[src/rtl/button_debouncer_if.sv]
// Button conditioning bundle: raw button in, debounced level and strobes out.
// The debouncer connects through the slave modport; its driver uses master.
interface button_debouncer_if;
  logic btn_in;
  logic level;
  logic press;
  logic released;

  modport master (output btn_in, input level, press, released);
  modport slave  (input btn_in, output level, press, released);
endinterface

[src/rtl/button_debouncer.sv]
// Synchronises, debounces and edge-detects a raw push-button, producing press
// strobes (with optional auto-repeat) and release strobes in the clk domain.
module button_debouncer #(
  parameter int DEBOUNCE_CYCLES = 1000,
  parameter int REPEAT_DELAY    = 0,
  parameter int REPEAT_PERIOD   = 1
) (
  input  logic               clk,
  input  logic               rst,
  button_debouncer_if.slave  bus
);

  localparam int CW   = $clog2(DEBOUNCE_CYCLES + 1);
  localparam int HMAX = (REPEAT_DELAY > REPEAT_PERIOD) ? REPEAT_DELAY : REPEAT_PERIOD;
  localparam int HW   = $clog2(HMAX + 1);

  localparam logic [CW-1:0] CNT_LAST    = CW'(DEBOUNCE_CYCLES - 1);
  localparam logic [HW-1:0] DELAY_LAST  = HW'((REPEAT_DELAY > 0) ? REPEAT_DELAY - 1 : 0);
  localparam logic [HW-1:0] PERIOD_LAST = HW'(REPEAT_PERIOD - 1);
  localparam logic [HW-1:0] HCNT_SAT    = HW'(HMAX);

  typedef enum logic [1:0] {ST_IDLE, ST_HELD, ST_REPEAT} state_t;

  logic          s1_reg, sync_reg;
  logic [CW-1:0] cnt_reg, cnt_next;
  logic          level_reg, level_next;
  state_t        state_reg, state_next;
  logic [HW-1:0] hcnt_reg, hcnt_next;
  logic          press_reg, press_next;
  logic          released_reg, released_next;

  logic differ, accept, rise, fall, delay_due, period_due;

  // A new level is accepted only after DEBOUNCE_CYCLES consecutive
  // differing samples; any matching sample restarts the count.
  always_comb begin
    differ     = (sync_reg != level_reg);
    accept     = differ && (cnt_reg == CNT_LAST);
    rise       = accept && !level_reg;
    fall       = accept && level_reg;
    cnt_next   = (!differ || accept) ? '0 : cnt_reg + 1'b1;
    level_next = accept ? ~level_reg : level_reg;
    delay_due  = (REPEAT_DELAY != 0) && (hcnt_reg == DELAY_LAST);
    period_due = (hcnt_reg == PERIOD_LAST);
  end

  always_ff @(posedge clk) begin
    if (rst) begin
      s1_reg       <= 1'b0;
      sync_reg     <= 1'b0;
      cnt_reg      <= '0;
      level_reg    <= 1'b0;
      state_reg    <= ST_IDLE;
      hcnt_reg     <= '0;
      press_reg    <= 1'b0;
      released_reg <= 1'b0;
    end else begin
      s1_reg       <= bus.btn_in;
      sync_reg     <= s1_reg;
      cnt_reg      <= cnt_next;
      level_reg    <= level_next;
      state_reg    <= state_next;
      hcnt_reg     <= hcnt_next;
      press_reg    <= press_next;
      released_reg <= released_next;
    end
  end

  always_comb begin
    state_next = state_reg;
    case (state_reg)
      ST_IDLE:   if (rise) state_next = ST_HELD;
      ST_HELD: begin
        if (fall)           state_next = ST_IDLE;
        else if (delay_due) state_next = ST_REPEAT;
      end
      ST_REPEAT: if (fall) state_next = ST_IDLE;
      default:   state_next = ST_IDLE;
    endcase
  end

  // A falling level always wins over a repeat that falls due on the same edge.
  always_comb begin
    press_next    = 1'b0;
    released_next = 1'b0;
    hcnt_next     = hcnt_reg;
    case (state_reg)
      ST_IDLE: begin
        hcnt_next  = '0;
        press_next = rise;
      end
      ST_HELD, ST_REPEAT: begin
        if (fall) begin
          released_next = 1'b1;
          hcnt_next     = '0;
        end else if ((state_reg == ST_HELD) ? delay_due : period_due) begin
          press_next = 1'b1;
          hcnt_next  = '0;
        end else if (hcnt_reg != HCNT_SAT) begin
          hcnt_next = hcnt_reg + 1'b1;
        end
      end
      default: hcnt_next = '0;
    endcase
  end

  assign bus.level    = level_reg;
  assign bus.press    = press_reg;
  assign bus.released = released_reg;

endmodule

[src/flat_wrapper.sv]
// flat-port wrapper written by rule: the top's interface ports become plain ports
module button_debouncer_flat 
#(
  parameter int DEBOUNCE_CYCLES = 1000,
  parameter int REPEAT_DELAY    = 0,
  parameter int REPEAT_PERIOD   = 1
)
  (clk, rst, bus_btn_in, bus_level, bus_press, bus_released);
  button_debouncer_if bus_i ();
  input  logic clk;
  input  logic rst;
  input wire logic [$bits(bus_i.btn_in)-1:0] bus_btn_in;
  output wire logic [$bits(bus_i.level)-1:0] bus_level;
  output wire logic [$bits(bus_i.press)-1:0] bus_press;
  output wire logic [$bits(bus_i.released)-1:0] bus_released;
  assign bus_i.btn_in = bus_btn_in;
  assign bus_level = bus_i.level;
  assign bus_press = bus_i.press;
  assign bus_released = bus_i.released;
  button_debouncer #(.DEBOUNCE_CYCLES(DEBOUNCE_CYCLES), .REPEAT_DELAY(REPEAT_DELAY), .REPEAT_PERIOD(REPEAT_PERIOD)) u_core (.clk(clk), .rst(rst), .bus(bus_i));
endmodule
[config.mk]
export PLATFORM = sky130hd
export DESIGN_NAME = button_debouncer_flat
export DESIGN_NICKNAME = d
export VERILOG_FILES = /design/src/rtl/button_debouncer_if.sv /design/src/rtl/button_debouncer.sv /design/src/flat_wrapper.sv
export SDC_FILE = /design/constraint.sdc
export NUM_CORES = 1
export LEC_CHECK = 0
export ABC_CLOCK_PERIOD_IN_PS = 1550
export BUFFER_PORTS_ARGS = -buffer_cell sky130_fd_sc_hd__clkbuf_2
export CAP_MARGIN = 30
export CELL_PAD_IN_SITES_DETAIL_PLACEMENT = 0
export CELL_PAD_IN_SITES_GLOBAL_PLACEMENT = 1
export CORE_MARGIN = 5
export CORE_UTILIZATION = 40
export CTS_BUF_LIST = sky130_fd_sc_hd__clkbuf_4
export DETAILED_ROUTE_END_ITERATION = 8
export GPL_ROUTABILITY_DRIVEN = 0
export HOLD_SLACK_MARGIN = 0.06
export PLACE_DENSITY_LB_ADDON = 0.08
export SLEW_MARGIN = 20
export SYNTH_ARGS = -nofsm -noshare
export SYNTH_HDL_FRONTEND = slang
export SYNTH_SLANG_ARGS = --single-unit
[constraint.sdc]
create_clock -name clk -period 1.55 [get_ports clk]
set_clock_uncertainty 0.2 [all_clocks]
set_input_delay 0.2325 -clock clk [delete_from_list [all_inputs] [get_ports clk]]
set_output_delay 0.2325 -clock clk [all_outputs]
set_load 0.02 [all_outputs]
==> results of run 1 <==
==> cells in the final DEF, fill, tap and decap left out <==
master         instances
clkbuf_2               5
nor4b_2                1
mux2i_1                1
or4_4                  1
or2_4                  2
nand2_1                5
o31ai_2                1
a31oi_1                1
a311oi_1               2
dfxtp_4                1
and4b_2                1
nand3_1                4
clkinv_1               1
xor2_1                 3
nand4_1                1
o211ai_1               3
nor3_1                 1
nor2_1                11
dfxtp_2                4
xnor2_1                2
nand4bb_4              1
and3_1                 1
a21oi_1                3
buf_4                  6
o21ai_0                1
dfxtp_1               11
nor2b_1                2
clkbuf_4               3
dlygate4sd3_1          3
ha_4                   1
nor3_4                 1
nand3_4                1
buf_6                  3
and3_4                 1
inv_1                  6
==> logic make-up after synthesis <==
family / Yosys count / synth area share [%]
and+or+nand+nor: 34 / 27.91
DFF: 16 / 47.32
AOI/OAI and AO/OA: 11 / 10.91
buffers and inverters: 7 / 4.066
xor gates and xnor gates: 5 / 6.471
muxes: 1 / 1.479
adders and majority gates: 1 / 1.848
==> area by class of cell <==
type                            count  area (sq um)  area share, %
Inverter                            6         22.52          2.429
Clock buffer                        3         22.52          2.429
Sequential cell                    16         329.1          35.49
Tap cell                           16         20.02          2.159
Timing Repair Buffer               17         133.9          14.44
Clock inverter                      1         3.754         0.4049
Multi-Input combinational cell     52         395.4          42.65
==> worst min-delay path, cell delays in order <==
cell	delay, ps
clkbuf_2	120
inv_1	70
nand2_1	100
nor4b_2	50
==> routing by layer <==
| layer | up-vias | track usage, % |
|---|---|---|
| met5 | - | 0 |
| met4 | 0 | 6.278 |
| met3 | 2 | 5.233 |
| met2 | 5 | 18.45 |
| met1 | 266 | 15.51 |
| li1 | 302 | - |
==> per-stage QoR <==
stage / total power (W) / instances / hold slack [ps] / setup slack, ps
2_1_floorplan: 0.0004329 / 75 / 97.47 / -0.9558
3_3_place_gp: 0.0004413 / 103 / 224.8 / 45.65
3_5_place_dp: 0.0004419 / 103 / 228.3 / 22.81
4_1_cts: 0.0006743 / 110 / 113.4 / 13.85
5_1_grt: 0.0007016 / 111 / 136.9 / -17.73
6_report: 0.0006648 / 111 / 130.0 / 3.477
==> path summary, 6_finish.rpt <==
path | slack [ps] | cells after the start | end
setup / recovery | 3 | 4 | u_core.s1_reg
hold / removal | 130 | 4 | u_core.bus.released
setup reg to reg | 50 | 5 | u_core.cnt_reg[7]
hold reg to reg | 250 | 1 | u_core.sync_reg
==> power by group <==
part / switching (W) / internal, W / total [W] / leakage [nW]
Clock: 0.000132 / 0.0000933 / 0.000226 / 0.0154
Sequential: 0.00000174 / 0.000413 / 0.000414 / 0.132
Combinational: 0.0000106 / 0.0000141 / 0.0000246 / 0.195
==> what timing repair did <==
action	4_1_cts	5_1_grt
pin swaps	2	4
endpoints found under the hold margin	3	0
setup endpoints to repair	1	10
setup buffers	0	1
gates resized for setup	7	10
hold buffers	3	0
==> metrics, run 1 <==
CP Buf/Inv Count=3; WS Path Type=in -> reg; R2R Path Start=u_core.cnt_reg[0]; WP data required=1520 ps; die area=2615 sq um; CTS tree=built; CP Data Arrival Time=1520 ps; slew margin rel.=82.91%; outcome=complete, no violations; Post-DRT Antenna Nets=0; gr usage total=12.48%; largest net degree at the start of global routing=10; Synth-to-Final Area Change=36.97%; Core Area=1559 sq um; DRT met1 WL=702 um; die width=51.14 um; num rows=14; Syn. warnings=0; first-pass GRT wire length=2.415 mm; count leader, synth=dfxtp_1; DP Area=783.3 sq um; final hold violations=0; number of antenna violations at the first check in global routing=0; Final setup viols=0; TritonCTS buffer count=3; nature of the critical path endpoint=flip-flop; Fin Setup TNS=0 ps; fin nets=100; CP Cell Sequence=dlygate4sd3_1 > clkbuf_2 > nor2b_1 > dlygate4sd3_1; Post-synth EDFFs=0; RSZ-0062 raised after global routing=true; ys async rst share=0%; Mapped Area=676.9 sq um; top sig layer=met4; worst IR drop on VDD=0.5197 mV; Pre-Repair DR Iteration Count=4; largest cells by area after synthesis=dfxtp_1 (47%), nor2_1 (6.1%), xor2_1 (3.9%); CP max-delay cell=dlygate4sd3_1; Yosys top cell by area=dfxtp_1; min-delay src=rst; DR vias=575; Avg Cell Area, Syn=9.025 sq um; Final Cycle Share=99.78%; Clock Path Buffers=2; Yosys top cell area share=47.32%; hold crit path type=in -> reg; share of cells above drive strength 1=34.74%; maximum clock rate=646.6 MHz; Starting Density=43.42%; CTS H-tree depth=1; DRC=0; post-synthesis sequential area ratio=47.32%; Worst-Margin Slew=255.5 ps; CTS clk-pin slew, worst paths=90 ps; critical path's top delay family=buffers and inverters; vias in the first global route=573; CP peak stage delay=540 ps; Critical Path Start=bus_btn_in; Final Cell Area=927.1 sq um; Unique masters post-synth=26; Cells after Synth=75; port bufs=5; met3 routed WL=40 um; leakage=0.3427 nW; Max-cap violations=0; most frequent CP cell=dlygate4sd3_1; met2 WL post-DR=610 um; Startpoint Class=input pin; Vias/cell=5.180; clock sink count=16; total overflow reported by the global router=0; Main synth FF type=dfxtp_1; drt initial violations=2; register bit total from synthesis=16; syn_nets=79; CTS root buffer=clkbuf_4; WL/cell=12.31 um; dpl hpwl=957.5 um; PwrDens=717.0 nW/um^2; CP Max Fanout=1; Fillers=150; clk_lat worst skew=280 ps; Slew Viols, Final=0; max reg flops=10; Synth top cells by count=dfxtp_1 (16), nor2_1 (11), inv_1 (6); Die Y=51.14 um; Min Clock Period, post-route=1547 ps; I/O pin total=6; Final Core Density=59.47%; diodes inserted=0; final wirelength=1.366 mm
Note: power is estimated with default switching activity, not from simulation.
==> run 2: changes to the inputs <==
--- a/config.mk
+++ b/config.mk
@@ -5,13 +5,13 @@
 export SDC_FILE = /design/constraint.sdc
 export NUM_CORES = 1
 export LEC_CHECK = 0
-export ABC_CLOCK_PERIOD_IN_PS = 1550
+export ABC_CLOCK_PERIOD_IN_PS = 1900
 export BUFFER_PORTS_ARGS = -buffer_cell sky130_fd_sc_hd__clkbuf_2
 export CAP_MARGIN = 30
 export CELL_PAD_IN_SITES_DETAIL_PLACEMENT = 0
 export CELL_PAD_IN_SITES_GLOBAL_PLACEMENT = 1
 export CORE_MARGIN = 5
-export CORE_UTILIZATION = 40
+export CORE_UTILIZATION = 48
 export CTS_BUF_LIST = sky130_fd_sc_hd__clkbuf_4
 export DETAILED_ROUTE_END_ITERATION = 8
 export GPL_ROUTABILITY_DRIVEN = 0
==> constraint.sdc (replaced) <==
create_clock -name clk -period 1.9 [get_ports clk]
set_clock_uncertainty 0.2 [all_clocks]
set_input_delay 0.285 -clock clk [delete_from_list [all_inputs] [get_ports clk]]
set_output_delay 0.285 -clock clk [all_outputs]
set_load 0.02 [all_outputs]
==> run 2 against run 1 <==
  * Cell count shrank 9.0%
  * Clock power shrank 21%
  * Total power shrank 20%
  * Critical path type unchanged
  * Critical endpoint is now u_core.cnt_reg[7]
  * Largest power group unchanged
  * Highest routed layer is now met3
==> metrics, run 2 (same netlist as run 1, synthesis figures left out) <==
outcome=complete, no violations; final hold violations=0; port bufs=5; CP Max Fanout=6; Core Area=1318 sq um; CTS clk-pin slew, worst paths=90 ps; CP Data Arrival Time=1760 ps; Synth-to-Final Area Change=14.05%; max reg flops=10; maximum clock rate=569.2 MHz; clock sink count=16; leakage=0.2893 nW; total overflow reported by the global router=0; num rows=13; die area=2261 sq um; WS Path Type=in -> reg; CP max-delay cell=dlygate4sd3_1; Fin Setup TNS=0 ps; Die Y=47.55 um; RSZ-0062 raised after global routing=false; Final setup viols=0; CP peak stage delay=530 ps; number of antenna violations at the first check in global routing=0; diodes inserted=0; Final Cycle Share=92.47%; leading cell type in the layout, fill and taps excluded=dfxtp_1; DR vias=534; Max-cap violations=0; DRC=0; TritonCTS buffer count=3; clk_lat worst skew=280 ps; Clock Path Buffers=2; worst IR drop on VDD=0.3581 mV; WP data required=1900 ps; drt initial violations=3; nature of the critical path endpoint=flip-flop; critical path's top delay family=buffers and inverters; largest net degree at the start of global routing=10; Startpoint Class=input pin; dpl hpwl=824 um; gr usage total=12.85%; CTS tree=built; I/O pin total=6; DP Area=715.7 sq um; Post-DRT Antenna Nets=0; CTS H-tree depth=1; CTS root buffer=clkbuf_4; hold crit path type=reg -> reg; CP Buf/Inv Count=3; CP Cell Sequence=dlygate4sd3_1 > clkbuf_2 > inv_1 > nand2_1 > or4_1 > o31ai_1; PwrDens=689.6 nW/um^2; share of cells above drive strength 1=13.95%; Vias/cell=5.287; Slew Viols, Final=0; die width=47.55 um; number of buffers added for setup after CTS=0; Pre-Repair DR Iteration Count=2; most frequent cells in the layout=dfxtp_1 (16), nor2_1 (11), inv_1 (6); Final Cell Area=772.0 sq um; Starting Density=51.38%; WL/cell=10.95 um; Worst-Margin Slew=262.4 ps; slew margin rel.=82.45%; Min Clock Period, post-route=1757 ps; vias in the first global route=491; final wirelength=1.106 mm; fin nets=91; Worst Hold Slack=246.6 ps; first-pass GRT wire length=2.076 mm
[run 2: worst paths after layout]
path	start	cells after the start	to	slack [ps]
worst max-delay path	rst	6	u_core.cnt_reg[7]	140
worst max register to register	u_core.cnt_reg[0]	5	u_core.cnt_reg[6]	170
worst min-delay path	u_core.s1_reg	1	u_core.sync_reg	250
worst min register to register	u_core.s1_reg	1	u_core.sync_reg	250
[run 2: timing repair]
action	4_1_cts	5_1_grt
hold buffers	3	0
hold endpoints to repair	3	0
resized for setup	0	0
[run 2: layout make-up]
class	instances	area (sq um)
Sequential cell	16	320.3
Multi-Input combinational cell	52	329.1
Clock buffer	3	22.52
Tap cell	15	18.77
Inverter	6	22.52
Fill cell	121	545.5
Clock inverter	1	3.754
Timing Repair Buffer	8	55.05
[run 2: worst register-to-register path, cell delays in order (launching register included)]
cell	delay [ps]
dfxtp_1	380
ha_1	240
nand4bb_1	190
or2_2	360
o211ai_1	180
a21oi_1	80
[run 2: metal layers]
metal  vias up  track usage, %  part of all wire, %
met5         -               0                    0
met4         0           3.226                    0
met1       247           18.37                   53
met2         4           18.45                   44
li1        283               -                    -
met3         0           4.511                  3.4
[run 2: report_power, final]
group | switching, W | total [W] | internal (W)
registers | 0.00000215 | 0.000340 | 0.000338
logic | 0.00000645 | 0.0000145 | 0.00000802
clock network | 0.000102 | 0.000178 | 0.0000760
[run 2: metrics by stage]
stage | setup slack [ps] | std cells | util [%] | total power [W]
after floorplan | 292.9 | 75 | - | 0.0003531
after CTS | 140.9 | 101 | 58.59 | 0.0005389
final | 143.0 | 101 | 58.59 | 0.0005324
after global routing | 43.46 | 101 | 58.59 | 0.0005606
after detailed placement | 183.7 | 94 | 54.32 | 0.0003574
after global placement | 254.2 | 94 | 54.32 | 0.0003570
==> run 3: changes to the inputs <==
--- a/config.mk
+++ b/config.mk
@@ -8,12 +8,9 @@
 export ABC_CLOCK_PERIOD_IN_PS = 1900
 export BUFFER_PORTS_ARGS = -buffer_cell sky130_fd_sc_hd__clkbuf_2
 export CAP_MARGIN = 30
-export CELL_PAD_IN_SITES_DETAIL_PLACEMENT = 0
-export CELL_PAD_IN_SITES_GLOBAL_PLACEMENT = 1
-export CORE_MARGIN = 5
-export CORE_UTILIZATION = 48
-export CTS_BUF_LIST = sky130_fd_sc_hd__clkbuf_4
+export CORE_AREA = 5 5 42 44
 export DETAILED_ROUTE_END_ITERATION = 8
+export DIE_AREA = 0 0 47 49
 export GPL_ROUTABILITY_DRIVEN = 0
 export HOLD_SLACK_MARGIN = 0.06
 export PLACE_DENSITY_LB_ADDON = 0.08
==> run 3 against run 2 <==
  * First-iteration DRC count rose by 33%
  * Count of clock-buffer cells in the layout grew 1
  * Core utilization is 2.7 points lower
  * Register-to-register slack barely moved
  * Critical path depth unchanged
  * Sequential share of layout area is 0.60 points lower
  * Clock power grew 21%
  * Routed wire length down 0.27%
  * Highest routed layer is now met4
==> metrics, run 3 (same netlist as run 1, synthesis figures left out) <==
Synth-to-Final Area Change=15.71%; Vias/cell=4.931; hold crit path type=reg -> reg; final worst slack=122.4 ps; Die Y=49 um; RSZ-0062 raised after global routing=false; Worst-Margin Slew=246.5 ps; largest net degree at the start of global routing=10; CP Max Fanout=6; Final Cycle Share=93.56%; total overflow reported by the global router=0; TritonCTS buffer count=3; drt initial violations=4; PwrDens=728.7 nW/um^2; Fillers=136; final wirelength=1.103 mm; Clock Path Buffers=2; final hold violations=0; DP Area=716.9 sq um; number of antenna violations at the first check in global routing=0; WP data required=1890 ps; Core Area=1401 sq um; worst hold stages=1; WL/cell=10.81 um; Min Clock Period, post-route=1778 ps; dpl hpwl=820.8 um; outcome=complete, no violations; port bufs=5; most frequent cells in the layout=dfxtp_1 (16), nor2_1 (11), inv_1 (6); Starting Density=48.30%; CP max-delay cell=dlygate4sd3_1; CP Cell Sequence=dlygate4sd3_1 > clkbuf_2 > inv_1 > nand2_1 > or4_1 > o31ai_1; Hold Path End=u_core.sync_reg; Critical Path Start=rst; leakage=0.2949 nW; CTS tree=built; CP peak stage delay=530 ps; CTS clk-pin slew, worst paths=90 ps; first-pass GRT wire length=2.159 mm; min-delay src=u_core.s1_reg; number of buffers added for setup after CTS=0; Startpoint Class=input pin; gr usage total=12.60%; DRC=0; WS Path Type=in -> reg; I/O pin total=6; Post-DRT Antenna Nets=0; clk_lat worst skew=270 ps; nature of the critical path endpoint=flip-flop; worst IR drop on VDD=0.3524 mV; Final Core Density=55.89%; CP Data Arrival Time=1770 ps; overall power=0.0005708 W; clock sink count=16; R2R Path End=u_core.cnt_reg[6]; vias in the first global route=536; CTS H-tree depth=1; max reg flops=10; maximum clock rate=562.5 MHz; diodes inserted=0; Fin Setup TNS=0 ps; die width=47 um; Max-cap violations=0; DR vias=503; Final setup viols=0; num rows=14; fin nets=91; slew margin rel.=83.51%; R2R Path Start=u_core.cnt_reg[0]; DP Worst Slack=194.9 ps; Pre-Repair DR Iteration Count=2; die area=2303 sq um; cells on worst reg2reg path=5; worst reg2reg setup slack=170 ps; Slew Viols, Final=0; share of cells above drive strength 1=15.12%; leading cell type in the layout, fill and taps excluded=dfxtp_1; CTS root buffer=clkbuf_4; Final Cell Area=783.3 sq um
run 3: cell types whose count changed in the layout (fill, tap and decap cells not counted):
cell	before	now
clkbuf_8	0	1
clkinv_1	1	0
run 3: area by class of cell:
class                   instances  area [sq um]  share of cell area (%)
clock buffers                   4         36.28                   4.633
inverters                       6         22.52                   2.875
multi-input cells              52         329.1                   42.01
flip-flops and latches         16         320.3                   40.89
well taps                      16         20.02                   2.556
repair buffers                  8         55.05                   7.029
run 3: worst max-delay path: cells and delay by family:
family	cells	cell delay [ps]
compound gates	1	80
buf+inv	3	770
simple gates	2	630
run 3: power by group:
group | internal (W) | leakage, nW | switching, W
clock network | 0.000116 | 0.0210 | 0.000100
registers | 0.000338 | 0.129 | 0.00000213
logic | 0.00000801 | 0.145 | 0.00000648
run 3: repair_timing:
action	4_1_cts	5_1_grt
endpoints found under the hold margin	3	0
hold buffers	3	0
gates resized for setup	0	0
run 3: how the worst max path moves through the flow:
stage                                    to  slack (ps)
after global routing      u_core.cnt_reg[7]          40
final                     u_core.cnt_reg[7]         120
after floorplan           u_core.cnt_reg[5]         290
after detailed placement  u_core.cnt_reg[6]         190
after CTS                 u_core.cnt_reg[7]         120
after global placement    u_core.cnt_reg[6]         250
run 3: per-stage QoR:
step / instances / hold slack (ps)
after floorplan: 75 / 156.6
after global placement: 95 / 219.4
after detailed placement: 95 / 238.1
after CTS: 102 / 259.7
after global routing: 102 / 274.5
final: 102 / 250.6
run 3: per-layer routing:
metal	up-vias	GRT usage (%)	wire, um
met2	3	17.19	471
li1	283	-	-
met4	0	6.912	16
met5	-	0	0
met1	215	17.41	582
met3	2	3.321	32
